### config.mk
export PLATFORM = sky130hd
export DESIGN_NAME = muldiv_cycle_sequencer
export DESIGN_NICKNAME = d
export VERILOG_FILES = /design/src/rtl/muldiv_cycle_sequencer_pkg.sv /design/src/rtl/muldiv_cycle_sequencer_cycle_count_reg.sv /design/src/rtl/muldiv_cycle_sequencer.sv
export SDC_FILE = /design/constraint.sdc
export NUM_CORES = 1
export LEC_CHECK = 0
export ABC_AREA = 1
export CAP_MARGIN = 20
export CORE_AREA = 4 4 41 43
export CTS_BUF_LIST = sky130_fd_sc_hd__clkbuf_2 sky130_fd_sc_hd__clkbuf_4 sky130_fd_sc_hd__clkbuf_8
export DETAILED_ROUTE_END_ITERATION = 10
export DIE_AREA = 0 0 45 47
export PLACE_DENSITY = 0.82
export SYNTH_ARGS = -nofsm -noshare
export SYNTH_HDL_FRONTEND = slang
export SYNTH_SLANG_ARGS = --single-unit
export TNS_END_PERCENT = 5
### constraint.sdc
create_clock -name clock -period 4.1 [get_ports clock]
set_input_delay 1.23 -clock clock [delete_from_list [all_inputs] [get_ports clock]]
set_output_delay 1.23 -clock clock [all_outputs]
set_load 0.01 [all_outputs]
### src/rtl/muldiv_cycle_sequencer_pkg.sv
// Shared definitions for the mul/div cycle sequencer.
// Default iteration counts and the 2-bit FSM state encoding.
package muldiv_cycle_sequencer_pkg;

    localparam int DEF_WIDTH       = 6;
    localparam int DEF_MULT_CYCLES = 16;
    localparam int DEF_DIV_CYCLES  = 32;

    typedef enum logic [1:0] {
        ST_IDLE = 2'b00,
        ST_RUN  = 2'b01,
        ST_DONE = 2'b10
    } state_t;

    function automatic int max_cycles(input int a, input int b);
        return (a > b) ? a : b;
    endfunction

endpackage

### src/rtl/muldiv_cycle_sequencer_cycle_count_reg.sv
// Iteration counter: async active-low reset, sync clear,
// load of a terminal value, and increment enable (clr > load > inc).
module cycle_count_reg #(
    parameter int WIDTH = 6
) (
    input  logic             clock,
    input  logic             reset,
    input  logic             clr,
    input  logic             inc,
    input  logic             load,
    input  logic [WIDTH-1:0] load_val,
    output logic [WIDTH-1:0] count
);

    always_ff @(posedge clock or negedge reset) begin
        if (!reset) begin
            count <= '0;
        end else if (clr) begin
            count <= '0;
        end else if (load) begin
            count <= load_val;
        end else if (inc) begin
            count <= count + 1'b1;
        end
    end

endmodule

### src/rtl/muldiv_cycle_sequencer.sv
// Start/busy/ready sequencer for the multi-cycle mul/div datapath.
// Issues step/last strobes per iteration and a one-cycle result_rdy.
module muldiv_cycle_sequencer
    import muldiv_cycle_sequencer_pkg::*;
#(
    parameter int WIDTH       = DEF_WIDTH,
    parameter int MULT_CYCLES = DEF_MULT_CYCLES,
    parameter int DIV_CYCLES  = DEF_DIV_CYCLES
) (
    input  logic             clock,
    input  logic             reset,
    input  logic             start_mult,
    input  logic             start_div,
    input  logic             abort,
    output logic [WIDTH-1:0] count,
    output logic             busy,
    output logic             is_div,
    output logic             step,
    output logic             last,
    output logic             result_rdy,
    output logic             start_err
);

    if ((1 << WIDTH) <= max_cycles(MULT_CYCLES, DIV_CYCLES)) begin : g_bad_width
        $error("WIDTH too small to hold the iteration count");
    end
    if (MULT_CYCLES < 1 || DIV_CYCLES < 1) begin : g_bad_cycles
        $error("MULT_CYCLES and DIV_CYCLES must be >= 1");
    end

    localparam logic [WIDTH-1:0] N_MULT    = WIDTH'(MULT_CYCLES);
    localparam logic [WIDTH-1:0] N_DIV     = WIDTH'(DIV_CYCLES);
    localparam logic [WIDTH-1:0] N_MULT_M1 = WIDTH'(MULT_CYCLES - 1);
    localparam logic [WIDTH-1:0] N_DIV_M1  = WIDTH'(DIV_CYCLES - 1);

    state_t           state;
    state_t           state_nxt;
    logic             is_last;
    logic             req_ok;
    logic             req_bad;
    logic             any_start;
    logic [WIDTH-1:0] n_val;

    assign any_start = start_mult | start_div;
    assign n_val     = is_div ? N_DIV : N_MULT;
    assign is_last   = (state == ST_RUN) &&
                       (count == (is_div ? N_DIV_M1 : N_MULT_M1));

    // Only IDLE/DONE accept; RUN treats any start as a protocol error.
    assign req_ok  = !abort && (state != ST_RUN) && (start_mult ^ start_div);
    assign req_bad = !abort &&
                     (((state != ST_RUN) && start_mult && start_div) ||
                      ((state == ST_RUN) && any_start));

    always_comb begin
        state_nxt = state;
        if (abort) begin
            state_nxt = ST_IDLE;
        end else begin
            unique case (state)
                ST_IDLE: if (req_ok) state_nxt = ST_RUN;
                ST_RUN:  if (is_last) state_nxt = ST_DONE;
                ST_DONE: state_nxt = req_ok ? ST_RUN : ST_IDLE;
                default: state_nxt = ST_IDLE;
            endcase
        end
    end

    always_ff @(posedge clock or negedge reset) begin
        if (!reset) begin
            state      <= ST_IDLE;
            is_div     <= 1'b0;
            busy       <= 1'b0;
            result_rdy <= 1'b0;
            start_err  <= 1'b0;
        end else begin
            state      <= state_nxt;
            busy       <= (state_nxt == ST_RUN);
            result_rdy <= (state_nxt == ST_DONE);
            start_err  <= req_bad;
            if (req_ok) begin
                is_div <= start_div;
            end
        end
    end

    cycle_count_reg #(
        .WIDTH(WIDTH)
    ) u_count (
        .clock   (clock),
        .reset   (reset),
        .clr     (abort || (state != ST_RUN)),
        .inc     (!abort && (state == ST_RUN) && !is_last),
        .load    (!abort && is_last),
        .load_val(n_val),
        .count   (count)
    );

    assign step = busy;
    assign last = is_last;

endmodule
* Word level (Yosys, flattened, before mapping)
Index checks and enable logic that the tools add are counted.
Storage, ports and cells: register bits after elaboration 12, input port bits 5, output and inout port bits 12, word-level logic and storage cells 41
Cells by class: add/subtract/negate cells 1, equality and inequality tests 6, mux-type cells 10, bitwise operators 2, reductions and logical operators 16
Operator list (count):
- $mux 6 | 4
- $logic_and 1x1->1 | 10
- $add 6x1->6 const B | 1
- $eq 6x5->1 | 1
- $mux 2 | 3
- $pmux 2 s3 | 1
- $mux 5 | 1
- $eq 2x1->1 const B | 2
- $eq 2x2->1 const B | 2
- $reduce_bool 3->1 | 1
- $logic_not 1->1 | 2
- $logic_not 2->1 | 1
- $logic_or 1x1->1 | 2
- $ne 2x1->1 const B | 1
- $mux 1 | 1
- $or 1x1->1 | 1
- $xor 1x1->1 | 1

* Depth between registers and ports, before layout
depth in word-level cells 8, depth in mapped cells 7, mapped depth without buffers 7

* Cells and area by module
Synthesis repeated with hierarchy kept, for this count alone.
Unflattened totals: cells, all modules 95, area, all modules 710.7 µm²
By module, submodules not included:
- cycle_count_reg | times used 1, cells each 57, area each 392.9 µm², sequential area each 150.1 µm²
- muldiv_cycle_sequencer | times used 1, cells each 38, area each 317.8 µm², sequential area each 150.1 µm²

* Worst setup path after synthesis
No wires, ideal clock.
path type reg-to-output, start point register u_count.count[0], end point output last, arrival 1094 ps, data required time 2870 ps, path slack 1776 ps, stages on the path, launching flop included 6, path buffers 0, path through dfrtp_1 -> ha_1 -> nand3_1 -> inv_2 -> nand2_4 -> nor2_1
Between the ends: longest elaborated chain between the ends 2
RTL lines:
- start: declaration | RTL line muldiv_cycle_sequencer_cycle_count_reg.sv:12 | output logic [WIDTH-1:0] count
- start signal: assignment | RTL line muldiv_cycle_sequencer_cycle_count_reg.sv:21 | count <= load_val;
- start signal: assignment | RTL line muldiv_cycle_sequencer_cycle_count_reg.sv:23 | count <= count + 1'b1;
- $eq 6x5->1 | RTL line muldiv_cycle_sequencer.sv:47 | (count == (is_div ? N_DIV_M1 : N_MULT_M1));
- $logic_and 1x1->1 | RTL line muldiv_cycle_sequencer.sv:46 | assign is_last = (state == ST_RUN) &&
- end: declaration | RTL line muldiv_cycle_sequencer.sv:19 | output logic last,
Every way passes these cells.

* Final worst setup path
Same ends and word-level chain as after synthesis.

==> summary.md <==
| Metric | Value |
|---|---|
| CP cell instances | ha_1 -> nand3_1 -> inv_2 -> nand2_4 -> nor2_1 -> clkdlybuf4s50_1 |
| Die Width | about 45 um |
| Initial DRC Count | 4 |
| Reg clk slew, reported paths | 80 ps |
| Core area | 1301 um^2 |
| DRC Markers | 0 |
| Area contributors post-synth | dfrtp_1 51%, nand2_1 6.3%, nor2_1 6.3% |
| Fin Setup TNS | 0 ps |
| Crit start category | flip-flop |
| P_leak | around 0.00038 uW |
| Setup violators final | 0 |
| Die H | between 40 and 50 um |
| Worst slew pin tran | about 510 ps |
| Switch share | 0.2768 |
| Number of antenna diodes | 0 |
| H-tree levels | 1 |
| First-pass GRT wire length | 1980 um |
| Time the worst path needs with I/O delays and setup | around 3000 ps |
| Die Area | roughly 2100 um^2 |
| DP HPWL | between 800 and 900 um |
| Layout area overhead | 35.10% |
| Netlist Area Pre-Place | ~590 um^2 |
| Fraction of layout cells with a size suffix above 1 | 0.1667 |
| CTS buffer count | 3 |
| NetSw | ~81 uW |
| Delay-heaviest family, CP | buffers and inverters |
| Avg WL per Cell | roughly 11 um |
| DRT Pass-1 Iters | 4 |
| Rel. slew slack | 0.6608 |
| Primary FF master, synth | dfrtp_1 |
| Number of primary I/O pins | 17 |
| VDD IR max | 0.2556 mV |
| Synth cell types | 16 |
| Critical path class | reg -> out |
| WP buf/inv | 2 |
| Slew Viols, Final | 0 |
| Setup crit end kind | primary output |
| Fin crit share | 0.7523 |
| Worst Skew | between 1.5 and 2 ps |
| Initial Utilization | 0.4548 |
| Final Core Density | 0.6144 |
| Buffers on Ports | 16 |
| Post-synth EDFFs | 0 |
| Int Power | around 210 uW |
| GRT Util Overall | 0.1348 |
| Largest net degree at the start of global routing | 13 |
| Post-CTS Setup Bufs | 0 |
| Clk Latency, worst-skew pair | approximately 270 ps |
| DR vias/cell | approximately 4.8 |
| Seq pwr share | 0.468 |
| Yosys top cell area share | 0.5074 |
| Initial antenna violation count | 0 |
| Seq/Total Area, Yosys | 0.5074 |
| CP peak stage delay | roughly 540 ps |
| Layout Nets | 92 |
| Crit Path Max Fanout | 6 |
| F_max | roughly 320 MHz |
| Critical Path AT | 1850 ps |
| Hold_buf cts | 0 |
| Slowest-stage cell, CP | clkdlybuf4s50_1 |
| Crit path required time | between 2000 and 3000 ps |
| Synth Net Count | between 70 and 80 |
| ANT nets after route | 0 |
| Commonest cells in the netlist | 12 x dfrtp_1, 10 x nand2_1, 10 x nor2_1 |
| CTS resizes | 0 |
| Pwr Density | ~360 nW/um^2 |
| Vias | between 400 and 500 |
| Most instantiated library cell after synthesis | dfrtp_1 |
| # Max-Cap Violations | 0 |
| Final Hold Slack | roughly 480 ps |
| Tightest Hold Check Type | reg -> reg |
| Root Buffer | clkbuf_4 |
| Avg Synthesized Cell Area | just over 9 um^2 |
| Gr ovfl total | 0 |
| Post-Synthesis Cells | 65 |
| Clk sinks | 12 |
| Max clock buf depth | 2 |
| Vias in the first global route | between 400 and 500 |
| Ys async rst share | 1.000 |
| Status | finished, final reports clean |
| Gp weighted congestion | 0.7720 |
| FP Rows | 13 |
| Detailed Route WL | 1060 um |
| Clock power frac | 0.319 |
| #FFs+latches synth | 12 |
| Unrepaired setup endpoints after global routing | false |
| TritonCTS clock tree | built |
| Final hold violations | 0 |
| Cell taking the most area after synthesis | dfrtp_1 |
| Yosys warns | 0 |
| Gate power share | 0.213 |
==> registers in the layout (all words and copies together) (netlist names) <==
signal and count:
start_err 1, result_rdy 1, u_count.count 6, is_div 1, state 2, busy 1
==> metrics by stage <==
step	instances	area, um^2	total power [uW]	setup WS (ps)
after floorplan	65	591.8	172.7	1776
after global placement	95	763.2	200.1	1351
after detailed placement	95	763.2	201.5	1324
after CTS	99	799.5	295.7	1002
after global routing	99	799.5	310.2	852.3
final	99	799.5	291.6	1015
==> layer usage <==
metal	vias up	part of all wire	GRT usage
met3	4	0.063	0.03448
met4	0	0.019	0.08772
met5	-	0	0
met1	216	0.40	0.1500
li1	241	-	-
met2	14	0.52	0.2288
==> power by group through the flow <==
stage / logic [uW] / registers [uW] / clock network, uW
after floorplan: 31.7 / 141 / 0
after global placement: 62.0 / 138 / 0
after detailed placement: 62.6 / 139 / 0
after CTS: 63.1 / 137 / 96.1
after global routing: 69.1 / 138 / 103
final: 62.1 / 137 / 93.0
==> cells in the final DEF, fill, tap and decap left out, types with 3 or more instances in the layout <==
master	n
clkbuf_4	3
clkdlybuf4s50_1	16
dfrtp_1	12
inv_1	8
inv_2	3
nand2_1	10
nand3_1	5
nor2_1	10
o21ai_0	3
==> layout make-up <==
| class | instances | area (um^2) |
|---|---|---|
| clock buffers | 4 | 36.28 |
| inverters | 11 | 41.29 |
| multi-input cells | 41 | 242.7 |
| fillers | 115 | 501.7 |
| flip-flops and latches | 12 | 300.3 |
| well taps | 15 | 18.77 |
| repair buffers | 16 | 160.2 |
==> cell families (layout without fill, tap and decap cells) <==
group,after synthesis,after routing,share of synthesized area
fa+ha+maj,2,2,0.04228
buf+inv,12,31,0.08246
xor+xnor,2,2,0.02960
flops,12,12,0.5074
compound gates,5,5,0.05497
simple gates,32,32,0.2833
==> worst paths after layout <==
| check | start | end | slack (ps) | cells past startpoint |
|---|---|---|---|---|
| max reg2reg | u_count.count[0]$_DFFE_PN0P_ | busy$_DFF_PN0_ | 2870 | 6 |
| min in group asynchronous | reset | state[1]$_DFF_PN0_ | 1290 | 1 |
| min | state[0]$_DFF_PN0_ | state[0]$_DFF_PN0_ | 480 | 1 |
| max in group asynchronous | reset | u_count.count[4]$_DFFE_PN0P_ | 2470 | 1 |
| min reg2reg | state[0]$_DFF_PN0_ | state[0]$_DFF_PN0_ | 480 | 1 |
| max | u_count.count[0]$_DFFE_PN0P_ | last | 1020 | 6 |
Note: power is estimated with default switching activity, not from simulation.
